File: src/rtl/reg_writeback_arbiter.sv
// Register-file write-port arbiter: pipeline WB writes take priority, multi-cycle results
// drain from an in-order queue, with WAW squash, starvation stall and pending-destination hits.
module reg_writeback_arbiter #(
    parameter int DEPTH        = 4,
    parameter int STARVE_LIMIT = 8
) (
    input  logic        clk,
    input  logic        rst_n,
    input  logic        pipe_wen,
    input  logic [4:0]  pipe_waddr,
    input  logic [31:0] pipe_wdata,
    input  logic        aux_valid,
    output logic        aux_ready,
    input  logic [4:0]  aux_waddr,
    input  logic [31:0] aux_wdata,
    output logic        pipe_stall,
    input  logic [4:0]  rs_addr,
    input  logic [4:0]  rt_addr,
    output logic        pend_rs_hit,
    output logic        pend_rt_hit,
    output logic        RegWrite,
    output logic [4:0]  WriteAddr,
    output logic [31:0] WriteData
);
    localparam int AW = (DEPTH > 1) ? $clog2(DEPTH) : 1;
    localparam int SW = $clog2(STARVE_LIMIT + 1);

    logic [4:0]       r_addr [DEPTH];
    logic [31:0]      r_data [DEPTH];
    logic [DEPTH-1:0] r_valid;
    logic [DEPTH-1:0] r_live;
    logic [AW-1:0]    r_rd_ptr;
    logic [AW-1:0]    r_wr_ptr;
    logic [AW:0]      r_count;
    logic [SW-1:0]    r_starve;
    logic             r_stall;

    logic             w_pipe_eff;
    logic             w_head_valid;
    logic             w_head_live;
    logic             w_head_wr;
    logic             w_pop;
    logic             w_push;
    logic             w_full;
    logic             w_blocked;
    logic [DEPTH-1:0] w_squash;

    assign pipe_stall = r_stall;

    always_comb begin
        w_pipe_eff   = rst_n & pipe_wen & (pipe_waddr != 5'd0);
        w_head_valid = r_valid[r_rd_ptr];
        w_head_live  = r_live[r_rd_ptr];
        w_head_wr    = w_head_valid & w_head_live & ~w_pipe_eff;
        // A dead (squashed) head is discarded in one cycle without touching the write port.
        w_pop        = w_head_valid & (~w_head_live | ~w_pipe_eff);
        w_full       = (r_count == (AW+1)'(DEPTH));
        aux_ready    = rst_n & ~w_full;
        w_push       = aux_valid & aux_ready & (aux_waddr != 5'd0);

        pend_rs_hit  = 1'b0;
        pend_rt_hit  = 1'b0;
        for (int unsigned i = 0; i < DEPTH; i++) begin
            w_squash[i] = w_pipe_eff & r_valid[i] & r_live[i] & (r_addr[i] == pipe_waddr);
            if (r_valid[i] && r_live[i] && rs_addr != 5'd0 && r_addr[i] == rs_addr)
                pend_rs_hit = rst_n;
            if (r_valid[i] && r_live[i] && rt_addr != 5'd0 && r_addr[i] == rt_addr)
                pend_rt_hit = rst_n;
        end
        w_blocked = w_head_valid & w_head_live & w_pipe_eff & ~w_squash[r_rd_ptr];

        RegWrite  = 1'b0;
        WriteAddr = '0;
        WriteData = '0;
        if (w_pipe_eff) begin
            RegWrite  = 1'b1;
            WriteAddr = pipe_waddr;
            WriteData = pipe_wdata;
        end else if (w_head_wr) begin
            RegWrite  = 1'b1;
            WriteAddr = r_addr[r_rd_ptr];
            WriteData = r_data[r_rd_ptr];
        end
    end

    always_ff @(posedge clk or negedge rst_n) begin
        if (!rst_n) begin
            for (int unsigned i = 0; i < DEPTH; i++) begin
                r_addr[i] <= '0;
                r_data[i] <= '0;
            end
            r_valid  <= '0;
            r_live   <= '0;
            r_rd_ptr <= '0;
            r_wr_ptr <= '0;
            r_count  <= '0;
            r_starve <= '0;
            r_stall  <= 1'b0;
        end else begin
            for (int unsigned i = 0; i < DEPTH; i++) begin
                if (w_squash[i])
                    r_live[i] <= 1'b0;
            end
            if (w_pop) begin
                r_valid[r_rd_ptr] <= 1'b0;
                r_live[r_rd_ptr]  <= 1'b0;
                r_rd_ptr          <= r_rd_ptr + 1'b1;
            end
            // Written after the squash loop so a same-cycle push is never squashed.
            if (w_push) begin
                r_addr[r_wr_ptr]  <= aux_waddr;
                r_data[r_wr_ptr]  <= aux_wdata;
                r_valid[r_wr_ptr] <= 1'b1;
                r_live[r_wr_ptr]  <= 1'b1;
                r_wr_ptr          <= r_wr_ptr + 1'b1;
            end
            case ({w_push, w_pop})
                2'b10:   r_count <= r_count + 1'b1;
                2'b01:   r_count <= r_count - 1'b1;
                default: r_count <= r_count;
            endcase

            r_stall <= 1'b0;
            if (w_blocked) begin
                if (r_starve == SW'(STARVE_LIMIT - 1)) begin
                    r_starve <= '0;
                    r_stall  <= 1'b1;
                end else begin
                    r_starve <= r_starve + 1'b1;
                end
            end else begin
                r_starve <= '0;
            end
        end
    end
endmodule
File: config.mk
export PLATFORM = sky130hd
export DESIGN_NAME = reg_writeback_arbiter
export DESIGN_NICKNAME = d
export VERILOG_FILES = /design/src/rtl/reg_writeback_arbiter.sv
export SDC_FILE = /design/constraint.sdc
export NUM_CORES = 1
export LEC_CHECK = 0
export ABC_CLOCK_PERIOD_IN_PS = 3600
export BUFFER_PORTS_ARGS = -buffer_cell sky130_fd_sc_hd__buf_2
export CAP_MARGIN = 25
export CORE_MARGIN = 2
export CORE_UTILIZATION = 55
export DETAILED_ROUTE_END_ITERATION = 8
export HOLD_SLACK_MARGIN = 0.03
export PLACE_DENSITY = 0.78
export SLEW_MARGIN = 20
export SYNTH_ARGS = -nofsm -noshare
export SYNTH_HDL_FRONTEND = slang
export SYNTH_SLANG_ARGS = --single-unit
File: constraint.sdc
create_clock -name clk -period 3.6 [get_ports clk]
set_clock_uncertainty 0.2 [all_clocks]
set_input_delay 0.36 -clock clk [delete_from_list [all_inputs] [get_ports clk]]
set_output_delay 0.36 -clock clk [all_outputs]
set_load 0.02 [all_outputs]
==> flow_summary.ini, run 1 <==
[place]
io_buffers = 129
dpl.cell_count = 991
place_hpwl_microns = 14260
gp_congestion = 0.9258

[routing]
via_per_inst = 5.772
wirelength_microns = 21300
route.vias.total = 6107
wire_per_inst_microns = 20.13
first_pass_iters = 4
drtIter0Drc = 447
antenna_left = 0
drcViolationCount = 0

[final_layout]
final_common_cell = dfrtp_1
fill_cells = 1123
antenna_cells = 0
final_cell_mix = dfrtp_1, buf_2, mux2_2, nand2_1, xnor2_1
layout-drive-gt1-share = 0.4501
multi_input_area_sq_mm = 0.004385
fin_nets = 928
syn_to_final_growth_pct = 20.13
final-instance-count-excl-fill = 1058
register_area_sq_mm = 0.004207

[synthesis]
postSynthAreaPerCell_sq_um = 13.04
synth_top_area_frac = 0.4727
synth-async-reset-ratio = 1.000
synthTopCellsByArea = dfrtp_1, mux2_2, mux4_2, mux2_4, xnor2_1
synth-edff-count = 0
synth_seq_cells = 168
synth_cell_types = 36
synthCells = 682
syn-num-nets = 781
yosysWarningCount = 0
synth_top_cell_by_area = dfrtp_1
ys.flop_type = dfrtp_1
synth_area_sq_mm = 0.008894
ys_seq_area_frac = 0.4727

[floorplan]
start_util = 0.5619
core_area_sq_mm = 0.01583
die_x_microns = 131.2
ios = 130
die_h_microns = 131.2
die_area_sq_mm = 0.01720
num_rows = 46

[clock_tree]
cts_max_path_buffers = 2
worst_skew_pair.late_latency_ps = 430
cts_buffers = 17
ctsRootBufferMaster = clkbuf_16
cts.clk_slew.worst_paths_ps = 70
hold_buffers = 35
cts_max_level = 4
ctsResizeCount = 0
cts_num_sinks = 168
cts_setup_buffers = 0
cts_tree = yes

[global_route]
track_usage = 0.2597
grt_pass1_wl_microns = 35370
antenna_found_initial = 0
grt_pass1_vias = 6927
grt_max_degree = 71
grt_overflow = 0

[power_and_ir_drop]
powerDensity_mw_per_mm2 = 872.1
ir_worst_vdd_v = 0.0004158
p_leak_nw = 4.680

[worst_setup_path]
crit_arrival_ps = 2810
required_ps = 3040
crit_fanout = 37
critPathLaunchType = primary input
crit_type = primary input to output pin
cp-end-kind = output pin

[timing]
slew_violations = 0
period_needed_ps = 3373
relSlewSlack = 0.4112
worst_pin_slew_ps = 883.1
rsz0062_at_grt = false
finalHoldViolCount = 0
setup_viol = 0
fin_crit_sh = 0.9371
setup_tns_ps = 0
max_freq_mhz = 296.4

[worst_hold_path]
hold_path.class = primary input to flop

[run]
drv_cap = 0

[run_status]
status = finished, final reports clean
stage by stage:
step | utilization | instance area, sq um | worst slack [ps] | power [W] | hold WS (ps)
final | 0.6750 | 10680 | 226.6 | 0.009318 | 48.69
after global routing | 0.6750 | 10680 | 45.92 | 0.009845 | 40.83
after CTS | 0.6750 | 10680 | 203.6 | 0.009358 | 34.30
after detailed placement | 0.6135 | 9711 | 669.8 | 0.007403 | 73.05
after global placement | 0.6135 | 9711 | 726.8 | 0.007170 | 64.97
after floorplan | - | 8894 | 849.8 | 0.006353 | -135.6
cell families after synthesis:
family	synth area share
XOR/XNOR	0.06500
flip-flops	0.4727
AND/OR/NAND/NOR	0.06626
AO/OA/AOI/OAI	0.04122
buffers and inverters	0.03517
multiplexers	0.3033
adder cells (fa/ha/maj)	0.01632
sequential cells by signal, indices dropped and copies added (netlist names):
name and count:
pipe_stall 1, r_addr 20, r_count 3, r_data 128, r_live 4, r_rd_ptr 2, r_starve 4, r_valid 4
r_wr_ptr 2
Yosys cell counts, types with 2 or more instances:
library cell,count
a21o_1,4
a21oi_1,3
a22o_1,5
a31o_2,4
and2_4,4
buf_1,3
buf_2,22
buf_6,8
clkbuf_1,18
dfrtp_1,168
ha_1,10
inv_1,9
mux2_2,116
mux2_4,32
mux4_2,40
nand2_1,83
nand4_1,12
nor2_1,10
nor3_1,13
nor4_1,2
o21ai_0,36
or4_1,2
xnor2_1,52
xor2_1,14
layout make-up:
cell class / count / share of cell area
Tap cell: 216 / 0.02530
Clock buffer: 19 / 0.04239
Sequential cell: 168 / 0.3937
Multi-Input combinational cell: 454 / 0.4105
Timing Repair Buffer: 179 / 0.1090
Inverter: 9 / 0.003162
Clock inverter: 13 / 0.01593
layer usage:
layer,track usage,up-vias,share of wire
li1,-,2710,-
met1,0.3169,3162,0.40
met2,0.4526,196,0.53
met3,0.05247,39,0.047
met4,0.1069,0,0.020
met5,0,-,0
worst max-delay path: stages:
cell	delay [ps]
dlygate4sd3_1	540
buf_6	300
and2_1	370
o21a_2	230
buf_4	420
nor2_1	200
a22o_1	220
buf_2	150
power by group:
group	leakage, nW	internal [W]	total [W]	switching [W]
registers	2.03	0.00282	0.00356	0.000743
logic	2.36	0.00220	0.00385	0.00165
clock network	0.284	0.00113	0.00190	0.000771
worst paths after layout:
path | startpoint | cells after the start | slack [ps] | end
min in group asynchronous | rst_n | 2 | 180 | r_data[121]
max in group asynchronous | rst_n | 3 | 1800 | r_rd_ptr[0]
hold / removal | aux_waddr[0] | 2 | 50 | r_addr[5]
setup / recovery | rst_n | 8 | 230 | WriteAddr[0]
setup reg to reg | r_rd_ptr[0] | 8 | 750 | r_count[2]
hold reg to reg | r_count[0] | 1 | 280 | r_count[0]
No activity file was read; power rests on OpenSTA's default activity.
==> run 2: changes to the inputs <==
--- a/config.mk
+++ b/config.mk
@@ -9,10 +9,11 @@
 export BUFFER_PORTS_ARGS = -buffer_cell sky130_fd_sc_hd__buf_2
 export CAP_MARGIN = 25
 export CORE_MARGIN = 2
-export CORE_UTILIZATION = 55
+export CORE_UTILIZATION = 58
 export DETAILED_ROUTE_END_ITERATION = 8
 export HOLD_SLACK_MARGIN = 0.03
-export PLACE_DENSITY = 0.78
+export PLACE_DENSITY = 0.82
+export SKIP_CTS_REPAIR_TIMING = 1
 export SLEW_MARGIN = 20
 export SYNTH_ARGS = -nofsm -noshare
 export SYNTH_HDL_FRONTEND = slang
==> run 2 against run 1 <==
  * Count of clock-buffer cells in the layout is 3 higher
  * Critical path depth is 2 lower
  * Combinational power hardly changed
  * Cell area is 1.4% lower
  * Worst hold slack worse by 34 ps
  * Via count is 0.13% higher
  * First-iteration DRC count is 8.5% higher
  * Sequential share of layout area is 0.56 points higher
  * Clock power hardly changed
  * Largest power group unchanged
  * Global-route usage is 0.81 points higher
  * Final cell count is 3.7% lower
==> flow_summary.ini, run 2 (synthesized netlist as in run 1, its figures left out) <==
[run_status]
status = finished, final reports clean

[timing]
worst_pin_slew_ps = 758.4
slew_violations = 0
holdWs_ps = 14.35
setup_tns_ps = 0
fin_crit_sh = 0.9542
period_needed_ps = 3435
relSlewSlack = 0.4944
finalHoldViolCount = 0
setup_viol = 0
max_freq_mhz = 291.1

[place]
place_hpwl_microns = 13540
io_buffers = 129
gp_congestion = 0.8946

[routing]
drcViolationCount = 0
antenna_left = 0
route.vias.total = 6115
wire_per_inst_microns = 21.03
wirelength_microns = 21430
first_pass_iters = 5
via_per_inst = 6.001
drtIter0Drc = 485

[power_and_ir_drop]
powerDensity_mw_per_mm2 = 883.5
p_clk_frac = 0.202
power.total_w = 0.009307
p_sw_w = 0.003142
intPower_w = 0.006165
ir_worst_vdd_v = 0.0004595
power.share.sequential = 0.382
p_leak_nw = 4.646
power_frac_comb = 0.416
p_sw_frac = 0.3376

[clock_tree]
cts_num_sinks = 168
cts_max_level = 4
cts_buffers = 17
worst_skew_pair.late_latency_ps = 420
cts_tree = yes
cts_max_path_buffers = 2
cts.clk_slew.worst_paths_ps = 60
ctsRootBufferMaster = clkbuf_16

[final_layout]
antenna_cells = 0
reg_top3 = r_data (128), r_addr (20)
largest-register = r_data
multi_input_area_sq_mm = 0.004385
largest_register_ffs = 128
syn_to_final_growth_pct = 18.44
final_common_cell = dfrtp_1
fill_cells = 1017
layout-drive-gt1-share = 0.4465
register_area_sq_mm = 0.004207
fin_nets = 917
final_cell_mix = dfrtp_1, buf_2, mux2_2, nand2_1, xnor2_1

[floorplan]
start_util = 0.5894
die_area_sq_mm = 0.01634
ios = 130
die_h_microns = 127.8
die_x_microns = 127.8
num_rows = 45
core_area_sq_mm = 0.01509

[worst_setup_path]
crit_buf_inv = 2
cp.depth = 6
crit_type = flop to output pin
crit_fanout = 17
required_ps = 3040
critPathMaxStageDelay_ps = 580
cp-end-kind = output pin
crit_end = WriteAddr[2]
critPathLaunchType = flop
critPathTopFamily = simple AND/OR/NAND/NOR gates
r2r_start = r_rd_ptr[0]
timing.rr.end = r_count[2]
crit_arrival_ps = 2880
crit_path_cell_trace = buf_4, mux4_2, nand2_1, nor2_1, a22o_1, buf_2
r2r_slack_ps = 880
ff2ff_path_depth = 9
startpoint = r_rd_ptr[0]
slowest_stage = mux4_2

[global_route]
antenna_found_initial = 0
grt_pass1_wl_microns = 33620
grt_max_degree = 85
track_usage = 0.2677
grt_pass1_vias = 6494
grt_overflow = 0

[run]
drv_cap = 0

[worst_hold_path]
worstHoldStart = aux_wdata[19]
hold_path.class = primary input to flop
-- run 2: cell types whose count changed in the layout (fill, tap and decap cells not counted), moves of 2 or more --
cell           delta
buf_12            -3
buf_4             -5
clkbuf_1          +2
clkinv_2          +2
clkinvlp_4        -5
dlygate4sd3_1     -5
-- run 2: layer usage --
metal  track usage  share of wire  vias up
met3       0.06010          0.048       35
met4       0.08533          0.018        0
met5             0              0        -
met1        0.3501           0.42     3166
li1              -              -     2695
met2        0.4495           0.52      219
-- run 2: power groups by stage --
stage               combinational, W  clock, W  sequential, W
floorplan                    0.00308         0        0.00327
global placement             0.00369         0        0.00346
detailed placement           0.00381         0        0.00356
CTS                          0.00384   0.00191        0.00354
global route                 0.00419   0.00199        0.00365
finish                       0.00387   0.00188        0.00355
-- run 2: worst min-delay path by stage --
stage                  to  slack (ps)  cells after the start
3_5_place_dp   r_addr[18]          90                      1
4_1_cts        r_addr[18]        -360                      1
3_3_place_gp   r_addr[18]          90                      1
2_1_floorplan  pipe_stall        -140                      0
6_report       r_data[51]          10                      2
5_1_grt        r_data[83]          30                      2
-- run 2: per-stage QoR --
step / util / worst slack, ps / area [sq um] / std cells
6_report: 0.6981 / 164.9 / 10530 / 1019
5_1_grt: 0.6981 / -26.76 / 10530 / 1019
4_1_cts: 0.6761 / 182.9 / 10200 / 988
3_5_place_dp: 0.6352 / 641.7 / 9585 / 956
3_3_place_gp: 0.6352 / 711.3 / 9585 / 956
2_1_floorplan: - / 849.8 / 8894 / 682
-- run 2: area by class of cell --
cell class	instances	area share
clock inverter	10	0.01354
tap	188	0.02233
timing repair buffer	168	0.1002
clock buffer	22	0.04502
inverter	9	0.003207
sequential	168	0.3993
multi-input combinational	454	0.4163
==> run 3: changes to the inputs <==
--- a/config.mk
+++ b/config.mk
@@ -8,11 +8,13 @@
 export ABC_CLOCK_PERIOD_IN_PS = 3600
 export BUFFER_PORTS_ARGS = -buffer_cell sky130_fd_sc_hd__buf_2
 export CAP_MARGIN = 25
+export CELL_PAD_IN_SITES_DETAIL_PLACEMENT = 0
+export CELL_PAD_IN_SITES_GLOBAL_PLACEMENT = 1
 export CORE_MARGIN = 2
-export CORE_UTILIZATION = 58
+export CORE_UTILIZATION = 47
 export DETAILED_ROUTE_END_ITERATION = 8
 export HOLD_SLACK_MARGIN = 0.03
-export PLACE_DENSITY = 0.82
+export PLACE_DENSITY = 0.81
 export SKIP_CTS_REPAIR_TIMING = 1
 export SLEW_MARGIN = 20
 export SYNTH_ARGS = -nofsm -noshare
==> run 3 against run 2 <==
  * Flip-flop and latch count did not move
  * Combinational power is 1% lower
  * Count of clock-buffer cells in the layout shrank 1
  * Clock power fell by 5%
  * Register-to-register slack worse by 60 ps
  * Sequential power about the same
  * Power is 1.3% lower
  * Global-route usage is 4.9 points lower
  * Core utilization fell by 13 points
  * Cell area decreased by 0.21%
  * Sequential share of layout area is 0.086 points higher
  * Final cell count grew 4.2%
  * Critical endpoint is now WriteAddr[3]
  * Largest power group unchanged
  * Highest routed layer unchanged
==> flow_summary.ini, run 3 (synthesized netlist as in run 1, its figures left out) <==
[final_layout]
final_common_cell = dfrtp_1
largest_register_ffs = 128
reg_top3 = r_data (128), r_addr (20)
final-instance-count-excl-fill = 1062
antenna_cells = 0
fin_nets = 914
final_cell_mix = dfrtp_1, buf_2, mux2_2, nand2_1, xnor2_1
syn_to_final_growth_pct = 18.19
fin_util = 0.5638
layout-drive-gt1-share = 0.4457
largest-register = r_data

[routing]
drcViolationCount = 0
antenna_left = 0
drtIter0Drc = 263
wirelength_microns = 21210
via_per_inst = 5.600
route.vias.total = 5947
first_pass_iters = 4
wire_per_inst_microns = 19.97

[clock_tree]
cts_num_sinks = 168
cts_max_level = 4
cts.clk_slew.worst_paths_ps = 60
cts_buffers = 17
cts_max_path_buffers = 2
cts_tree = yes
ctsRootBufferMaster = clkbuf_16
worst_skew_pair.late_latency_ps = 420

[worst_setup_path]
crit_arrival_ps = 2670
critPathLaunchType = primary input
crit_type = primary input to output pin
crit_fanout = 37
ff2ff_path_depth = 8
cp-end-kind = output pin
required_ps = 3040

[place]
io_buffers = 129
gp_congestion = 0.9525
place_hpwl_microns = 13910
dpl.cell_count = 1002

[global_route]
track_usage = 0.2190
grt_pass1_vias = 6329
grt_overflow = 0
grt_pass1_wl_microns = 34130
antenna_found_initial = 0
grt_max_degree = 67

[floorplan]
start_util = 0.4770
ios = 130
die_area_sq_mm = 0.02004
num_rows = 50
core_area_sq_mm = 0.01864
die_h_microns = 141.6
die_x_microns = 141.6

[timing]
period_needed_ps = 3226
slew_violations = 0
max_freq_mhz = 310.0
setup_viol = 0
worst_pin_slew_ps = 815.1
rsz0062_at_grt = false
finalHoldViolCount = 0
fin_crit_sh = 0.8960
setup_tns_ps = 0
relSlewSlack = 0.4566

[power_and_ir_drop]
powerDensity_mw_per_mm2 = 873.8
p_clk_frac = 0.194
power.share.sequential = 0.390
ir_worst_vdd_v = 0.0004579
p_sw_w = 0.003141
p_sw_frac = 0.3420
power_frac_comb = 0.416
power.total_w = 0.009184
intPower_w = 0.006044
p_leak_nw = 4.594

[run]
drv_cap = 0

[worst_hold_path]
hold_depth = 2
hold_path.class = primary input to flop

[run_status]
status = finished, final reports clean
-- run 3: cell types whose count changed in the layout (fill, tap and decap cells not counted), sizes merged --
| cell | previous run | this run |
|---|---|---|
| clkinv | 5 | 4 |
| clkinvlp | 1 | 5 |
| inv | 10 | 9 |
| buf | 138 | 137 |
| bufinv | 3 | 2 |
| dlygate4sd3 | 30 | 28 |
| clkbuf | 22 | 21 |
-- run 3: stage by stage --
stage	cell area (sq um)	hold slack (ps)	worst slack (ps)
after floorplan	8894	-135.6	849.8
after detailed placement	9656	9.829	659.4
final	10510	28.58	374.3
after global routing	10510	30.26	196.3
after CTS	10230	-441.7	390.9
after global placement	9656	6.758	698.0
-- run 3: per-layer routing --
metal | wire (microns) | global-route usage | share of wire
met5 | 0 | 0 | 0
met4 | 489 | 0.08474 | 0.023
met3 | 788 | 0.04050 | 0.037
met2 | 10910 | 0.3730 | 0.51
met1 | 9019 | 0.2797 | 0.43
-- run 3: cell type report --
cell class,count,area [sq um]
inverters,9,33.78
multi-input cells,454,4385
clock buffers,21,450.4
clock inverters,11,125.1
well taps,234,292.8
repair buffers,165,1017
flip-flops and latches,168,4207
fillers,1567,8132
-- run 3: worst max-delay path, stage by stage --
cell and delay [ps]:
dlygate4sd3_1 540, buf_6 200, and2_1 330, o21a_2 230, buf_4 400, nor2_1 190, a22o_1 230, buf_2 160
-- run 3: path summary, 6_finish.rpt --
| kind | from | slack, ps | endpoint |
|---|---|---|---|
| worst min register to register | r_starve[0] | 270 | r_starve[0] |
| worst max-delay path | rst_n | 370 | WriteAddr[3] |
| worst min-delay path | aux_wdata[16] | 30 | r_data[80] |
| worst max register to register | r_rd_ptr[0] | 820 | r_count[2] |
| min in group asynchronous | rst_n | 140 | r_data[94] |
| max in group asynchronous | rst_n | 1260 | r_data[69] |
-- run 3: power groups by stage --
| stage | logic [W] | registers (W) | clock network [W] |
|---|---|---|---|
| 2_1_floorplan | 0.00308 | 0.00327 | 0 |
| 5_1_grt | 0.00417 | 0.00367 | 0.00190 |
| 6_report | 0.00382 | 0.00358 | 0.00178 |
| 3_3_place_gp | 0.00369 | 0.00349 | 0 |
| 3_5_place_dp | 0.00384 | 0.00360 | 0 |
| 4_1_cts | 0.00385 | 0.00357 | 0.00181 |
